**src/rtl/store_align_unit_pkg.sv**
```systemverilog
// ---------------------------------------------------------------------------
// store_align_unit_pkg
//   Shared definitions for the store alignment path:
//   - store_op_e : store size codes carried on req_op
//   - state_e    : beat sequencer states of store_align_unit
// ---------------------------------------------------------------------------
package store_align_unit_pkg;

    typedef enum logic [1:0] {
        OP_W   = 2'b00,  // full bus word
        OP_H   = 2'b01,  // half word, 2 bytes
        OP_B   = 2'b10,  // single byte
        OP_RSV = 2'b11   // reserved, always faults
    } store_op_e;

    typedef enum logic [1:0] {
        S_IDLE  = 2'b00,
        S_BEAT0 = 2'b01,
        S_BEAT1 = 2'b10
    } state_e;

endpackage

```
**src/rtl/store_align_unit_be_gen.sv**
```systemverilog
// ---------------------------------------------------------------------------
// store_align_unit_be_gen
//   Combinational decode of one store request into a two-word-wide view.
//   The lower half of mask/data is the first bus beat; the upper half is the
//   spill-over beat used only when the store crosses a bus word.
// Ports
//   op         in   2          store size code (store_op_e)
//   off        in   OFF_W      byte offset of the store inside the bus word
//   wdata      in   DATA_W     right-justified store datum
//   mask       out  2*BYTES    byte enables over two consecutive bus words
//   data       out  2*DATA_W   datum shifted into its byte lanes
//   misaligned out  1          offset is not a multiple of the store size
//   crossing   out  1          store spills into the next bus word
// ---------------------------------------------------------------------------
module store_align_unit_be_gen
    import store_align_unit_pkg::*;
#(
    parameter int DATA_W = 32,
    parameter int BYTES  = DATA_W / 8,
    parameter int OFF_W  = $clog2(BYTES)
) (
    input  logic [1:0]          op,
    input  logic [OFF_W-1:0]    off,
    input  logic [DATA_W-1:0]   wdata,
    output logic [2*BYTES-1:0]  mask,
    output logic [2*DATA_W-1:0] data,
    output logic                misaligned,
    output logic                crossing
);

    // Two extra bits so that off + size never overflows
    localparam int SZ_W = OFF_W + 2;
    localparam logic [SZ_W-1:0] SZ_FULL = SZ_W'(BYTES);
    localparam logic [SZ_W-1:0] SZ_HALF = SZ_W'(2'd2);
    localparam logic [SZ_W-1:0] SZ_BYTE = SZ_W'(1'd1);

    logic [2*BYTES-1:0] unit_mask_s;
    logic [SZ_W-1:0]    size_s;

    // Size decode: unshifted enable pattern, byte count and alignment test
    always_comb begin
        unit_mask_s = {(2*BYTES){1'b0}};
        size_s      = SZ_BYTE;
        misaligned  = 1'b0;
        case (op)
            OP_W: begin
                unit_mask_s[BYTES-1:0] = {BYTES{1'b1}};
                size_s                 = SZ_FULL;
                misaligned             = |off;
            end
            OP_H: begin
                unit_mask_s[1:0] = 2'b11;
                size_s           = SZ_HALF;
                misaligned       = off[0];
            end
            OP_B: begin
                unit_mask_s[0] = 1'b1;
                size_s         = SZ_BYTE;
                misaligned     = 1'b0;
            end
            default: begin
                // Reserved op: no lanes enabled, the top level faults it
                unit_mask_s = {(2*BYTES){1'b0}};
                size_s      = SZ_BYTE;
                misaligned  = 1'b0;
            end
        endcase
    end

    assign mask     = unit_mask_s << off;
    assign data     = {{DATA_W{1'b0}}, wdata} << {off, 3'b000};
    assign crossing = ({2'b00, off} + size_s) > SZ_FULL;

endmodule

```
**src/rtl/store_align_unit.sv**
```systemverilog
// ---------------------------------------------------------------------------
// store_align_unit
//   Store path between the MEM stage and the data-memory bus. Accepts one
//   store per req handshake and issues one or two registered bus beats with
//   byte enables and lane-aligned data. Stores crossing a bus word are split
//   into two back-to-back beats when ALLOW_MISALIGN=1; misaligned stores with
//   ALLOW_MISALIGN=0 and reserved ops raise a one-cycle AdES pulse instead.
// Ports
//   clk, reset          clock, asynchronous active-low reset
//   req_valid/ready     request handshake (ready is a combinational decode)
//   req_op/addr/wdata   store size code, byte address, right-justified data
//   mem_valid/ready     bus beat handshake
//   mem_addr/be/wdata   word-aligned address, byte enables, lane data
//   exc_valid/exc_addr  AdES pulse and the faulting address (held)
//   busy                a beat is pending
// ---------------------------------------------------------------------------
module store_align_unit
    import store_align_unit_pkg::*;
#(
    parameter int DATA_W         = 32,
    parameter int ADDR_W         = 32,
    parameter bit ALLOW_MISALIGN = 1'b0
) (
    input  logic                clk,
    input  logic                reset,
    input  logic                req_valid,
    output logic                req_ready,
    input  logic [1:0]          req_op,
    input  logic [ADDR_W-1:0]   req_addr,
    input  logic [DATA_W-1:0]   req_wdata,
    output logic                mem_valid,
    input  logic                mem_ready,
    output logic [ADDR_W-1:0]   mem_addr,
    output logic [DATA_W/8-1:0] mem_be,
    output logic [DATA_W-1:0]   mem_wdata,
    output logic                exc_valid,
    output logic [ADDR_W-1:0]   exc_addr,
    output logic                busy
);

    localparam int BYTES = DATA_W / 8;
    localparam int OFF_W = $clog2(BYTES);
    localparam logic [ADDR_W-1:0] WORD_STEP = ADDR_W'(BYTES);

    // Request decode
    logic [OFF_W-1:0]    off_s;
    logic [2*BYTES-1:0]  mask_s;
    logic [2*DATA_W-1:0] data_s;
    logic                misaligned_s;
    logic                crossing_s;
    logic                exc_s;
    logic                last_beat_s;
    logic                accept_s;
    logic                load_s;
    logic [ADDR_W-1:0]   beat0_addr_s;
    logic [ADDR_W-1:0]   beat1_addr_s;

    // Sequencer and output registers
    state_e              state_r;
    logic                cross_r;
    logic                busy_r;
    logic                mem_valid_r;
    logic [ADDR_W-1:0]   mem_addr_r;
    logic [BYTES-1:0]    mem_be_r;
    logic [DATA_W-1:0]   mem_wdata_r;
    logic [ADDR_W-1:0]   b1_addr_r;
    logic [BYTES-1:0]    b1_be_r;
    logic [DATA_W-1:0]   b1_wdata_r;
    logic                exc_valid_r;
    logic [ADDR_W-1:0]   exc_addr_r;

    assign off_s = req_addr[OFF_W-1:0];

    store_align_unit_be_gen #(
        .DATA_W (DATA_W)
    ) u_be_gen (
        .op         (req_op),
        .off        (off_s),
        .wdata      (req_wdata),
        .mask       (mask_s),
        .data       (data_s),
        .misaligned (misaligned_s),
        .crossing   (crossing_s)
    );

    // A crossing store is always misaligned, so with ALLOW_MISALIGN=0 it
    // never reaches the sequencer.
    assign exc_s = (req_op == OP_RSV) | (misaligned_s & ~ALLOW_MISALIGN);

    // The beat on the bus is the last one of its store: BEAT1, or BEAT0 of a
    // store that does not cross.
    assign last_beat_s = (state_r == S_BEAT1) | ((state_r == S_BEAT0) & ~cross_r);
    assign req_ready   = (state_r == S_IDLE) | (last_beat_s & mem_valid_r & mem_ready);
    assign accept_s    = req_valid & req_ready;
    assign load_s      = accept_s & ~exc_s;

    assign beat0_addr_s = {req_addr[ADDR_W-1:OFF_W], {OFF_W{1'b0}}};
    assign beat1_addr_s = beat0_addr_s + WORD_STEP;

    // Beat sequencer, beat-1 holding register and exception capture
    always_ff @(posedge clk or negedge reset) begin
        if (!reset) begin
            state_r     <= S_IDLE;
            cross_r     <= 1'b0;
            busy_r      <= 1'b0;
            mem_valid_r <= 1'b0;
            mem_addr_r  <= {ADDR_W{1'b0}};
            mem_be_r    <= {BYTES{1'b0}};
            mem_wdata_r <= {DATA_W{1'b0}};
            b1_addr_r   <= {ADDR_W{1'b0}};
            b1_be_r     <= {BYTES{1'b0}};
            b1_wdata_r  <= {DATA_W{1'b0}};
            exc_valid_r <= 1'b0;
            exc_addr_r  <= {ADDR_W{1'b0}};
        end else begin
            exc_valid_r <= accept_s & exc_s;
            if (accept_s & exc_s) begin
                exc_addr_r <= req_addr;
            end

            // load_s is only possible from IDLE or on the last-beat handshake,
            // so it takes priority over the per-state transitions.
            if (load_s) begin
                state_r     <= S_BEAT0;
                busy_r      <= 1'b1;
                mem_valid_r <= 1'b1;
                mem_addr_r  <= beat0_addr_s;
                mem_be_r    <= mask_s[BYTES-1:0];
                mem_wdata_r <= data_s[DATA_W-1:0];
                cross_r     <= crossing_s;
                b1_addr_r   <= beat1_addr_s;
                b1_be_r     <= mask_s[2*BYTES-1:BYTES];
                b1_wdata_r  <= data_s[2*DATA_W-1:DATA_W];
            end else begin
                case (state_r)
                    S_IDLE: begin
                        state_r <= S_IDLE;
                    end
                    S_BEAT0: begin
                        if (mem_ready) begin
                            if (cross_r) begin
                                state_r     <= S_BEAT1;
                                mem_addr_r  <= b1_addr_r;
                                mem_be_r    <= b1_be_r;
                                mem_wdata_r <= b1_wdata_r;
                            end else begin
                                state_r     <= S_IDLE;
                                busy_r      <= 1'b0;
                                mem_valid_r <= 1'b0;
                            end
                        end
                    end
                    S_BEAT1: begin
                        if (mem_ready) begin
                            state_r     <= S_IDLE;
                            busy_r      <= 1'b0;
                            mem_valid_r <= 1'b0;
                        end
                    end
                    default: begin
                        state_r     <= S_IDLE;
                        busy_r      <= 1'b0;
                        mem_valid_r <= 1'b0;
                    end
                endcase
            end
        end
    end

    assign mem_valid = mem_valid_r;
    assign mem_addr  = mem_addr_r;
    assign mem_be    = mem_be_r;
    assign mem_wdata = mem_wdata_r;
    assign exc_valid = exc_valid_r;
    assign exc_addr  = exc_addr_r;
    assign busy      = busy_r;

endmodule

```
**config.mk**
```make
export PLATFORM = sky130hd
export DESIGN_NAME = store_align_unit
export DESIGN_NICKNAME = d
export VERILOG_FILES = /design/src/rtl/store_align_unit_pkg.sv /design/src/rtl/store_align_unit_be_gen.sv /design/src/rtl/store_align_unit.sv
export SDC_FILE = /design/constraint.sdc
export NUM_CORES = 1
export LEC_CHECK = 0
export CELL_PAD_IN_SITES_DETAIL_PLACEMENT = 2
export CELL_PAD_IN_SITES_GLOBAL_PLACEMENT = 2
export CORE_ASPECT_RATIO = 0.8
export CORE_MARGIN = 2
export CORE_UTILIZATION = 29
export DETAILED_ROUTE_END_ITERATION = 10
export PLACE_DENSITY_LB_ADDON = 0.1
export RECOVER_POWER = 50
export SKIP_CTS_REPAIR_TIMING = 1
export SYNTH_ARGS = -nofsm -noshare
export SYNTH_HDL_FRONTEND = slang
export SYNTH_SLANG_ARGS = --single-unit
```
**constraint.sdc**
```tcl
create_clock -name clk -period 1.6 [get_ports clk]
set_input_delay 0.32 -clock clk [delete_from_list [all_inputs] [get_ports clk]]
set_output_delay 0.32 -clock clk [all_outputs]
set_load 0.01 [all_outputs]
```
==> results.ini <==
[status]
status=finished with violations
violations=negative setup slack

[hold_path]
hold_depth=2
min-delay-start=req_addr[1]
min_to=exc_addr[1]
min_path_type=input pin to register

[finish]
layout.cells.non_filler=1390
nNetsFinal=1094
area_growth_pct=53.4
diodes=0
drive_above_1_share_pct=25.8

[cts]
clk_pin_slew_ps=70
cts_buffers=17
cts_root_buffer=clkbuf_16
insertion_delay_ps=430
cts_max_path_buffers=2
cts.sinks=160
h-tree-depth=4
cts_tree=done

[detailed_routing]
via_count=6800
postRouteAntennaNets=0
dr.pass1.iters=4
post_drt_wl_per_cell_um=20.4
drc=0
viasPerCell=4.89
drtIter0Drc=254
totalWireLength_um=28400

[worst_setup_path]
end_kind=register
crit_arrival_ps=2220
worst-r2r-cell-count=6
required_ps=1900
regToRegSetupSlack_ps=-310
crit_type=register to register
critical_path.max_fanout=12
startpoint_type=register
worst_r2r_endpoint=b1_addr_r[4]
r2r_start=state_r[1]

[timing]
skew_ps=8.47
maxSlewViolCount=0
min_period_over_period_pct=120
grt_setup_unrepaired=true
slew_headroom_pct=28.2
fmax_mhz=522
timing.hold.ws_ps=248
worstMarginPinSlew_ps=1080
worst_slack_ps=-315
setup-violations-final=259
hold_viol=0
fin_crit_ps=1910

[yosys]
ys_seq_area_share_pct=51.7
syn_area_mm2=0.00775
ys_warn_count=0
synthCells=755
synth_edf_count=0
synth-main-ff-cell=dfrtp_1
yosysTopAreaCellShare_pct=51.7
post-synth-top-area-cell=dfrtp_1
ys_top_cells_by_area=dfrtp_1 (52%), mux2i_1 (9.3%), o21ai_0 (7.0%)
ys_async_sr_fraction_pct=100
ys_ff_latch=160
post_synth_num_cell_types=49
yosysMostFrequentCell=dfrtp_1
ys_top_cells_by_count=dfrtp_1 (160), nand2_1 (124), o21ai_0 (108)
syn_avg_cell_area_um2=10.3

[pwr]
power_density_mw_per_mm2=1660
ir_worst_vdd_mv=0.769
p_leak_uw=0.00551

[floorplanning]
die-height_um=150
initial_utilization_pct=29.5
die_area_mm2=0.0281
io_pins=174
die_x_um=187
num_rows=53
core_area_mm2=0.0263

[place]
dp_slack_ps=-789
dpl.cell_count=1347
hpwl_um=20800
place.gp.congestion=0.794
io_buffers=171

[job]
drv_cap=0

[global_route]
grt_start_max_net_pins=57
grt_use_total_pct=20.3
grt_antenna_before_repair=0
grt_pass1_vias=7632
grt_pass1_wl_um=44500
grt.overflow.total=0

flip-flops by register name (all words and copies together) (netlist names):
name	cells
mem_be	4
exc_addr	32
exc_valid	1
b1_be_r	3
b1_addr_r	30
mem_wdata	32
mem_addr	30
cross_r	1
b1_wdata_r	24
mem_valid	1
state_r	2
per-stage QoR:
| step | instance area [um2] | TNS (ps) | power, uW | utilization, % |
|---|---|---|---|---|
| 6_report | 11900 | -40320 | 19800 | 45.3 |
| 5_1_grt | 11900 | -62240 | 21100 | 45.3 |
| 4_1_cts | 11500 | -49690 | 19600 | 43.9 |
| 3_5_place_dp | 10900 | -100010 | 15400 | 41.7 |
| 3_3_place_gp | 10900 | -89530 | 14900 | 41.7 |
| 2_1_floorplan | 7960 | -8240 | 10700 | - |
kinds of logic (layout without fill, tap and decap cells):
kind of cell	count (synthesis)	after routing	share of synthesized area [%]
AO/OA/AOI/OAI	150	150	10.4
XOR/XNOR	27	27	3.05
adder cells (fa/ha/maj)	4	4	0.743
buffers and inverters	59	335	3.87
flip-flops	160	160	51.7
multiplexers	113	113	15.3
other	1	2	0.0484
AND/OR/NAND/NOR	241	242	15.0
how the worst max path moves through the flow:
stage,startpoint,end,slack [ps],cells past startpoint
after detailed placement,req_op[1],mem_wdata[2],-790,8
after global routing,mem_valid,b1_wdata_r[22],-400,7
after global placement,req_addr[10],b1_addr_r[25],-760,7
after floorplan,req_addr[0],exc_addr[19],-130,6
after CTS,mem_valid,req_ready,-660,5
final,state_r[1],b1_addr_r[4],-310,6
area by class of cell:
cell class	instances	area, um2
Timing Repair Buffer	300	3080
Multi-Input combinational cell	538	3770
Clock inverter	14	150
Inverter	3	11.3
Fill cell	2736	14400
Sequential cell	160	4000
Tap cell	357	447
Clock buffer	18	429
power by group:
part           switching [uW]  leakage (uW)  internal (uW)
clock network            1900      0.000278           2200
registers                1200       0.00199           5880
logic                    3890       0.00324           4710
per-layer routing:
metal	up-vias	GRT usage (%)	wire length, um
met2	118	33.9	13500
li1	3151	-	-
met3	18	3.73	891
met5	-	0	0
met1	3513	27.5	13700
met4	0	4.88	309
placed cells by master (no fill, tap or decap), drive strengths merged, types with 2 or more instances in the layout:
master / instances
dfrtp: 160
clkdlybuf4s50: 153
buf: 127
nand2: 124
o21ai: 111
mux2i: 72
mux2: 41
nand3: 33
clkbuf: 23
nor2: 22
a21oi: 21
xor2: 17
dlymetal6s2s: 14
xnor2: 10
nor2b: 10
nand4: 10
or3: 9
a211oi: 9
inv: 9
and2: 6
and3: 5
clkinv: 5
nand3b: 4
nor3: 3
nor3b: 3
nor4: 3
and4: 3
ha: 3
o21a: 2
nand2b: 2
nand4b: 2
conb: 2
clkinvlp: 2
a21o: 2
critical path, stage by stage (launching register included):
cell and delay (ps):
dfrtp_1 420, and4bb_2 270, a211oi_4 400, nand3b_4 300, buf_4 160, clkbuf_16 150, o21ai_0 100
Power figures use the tool's default switching activity.
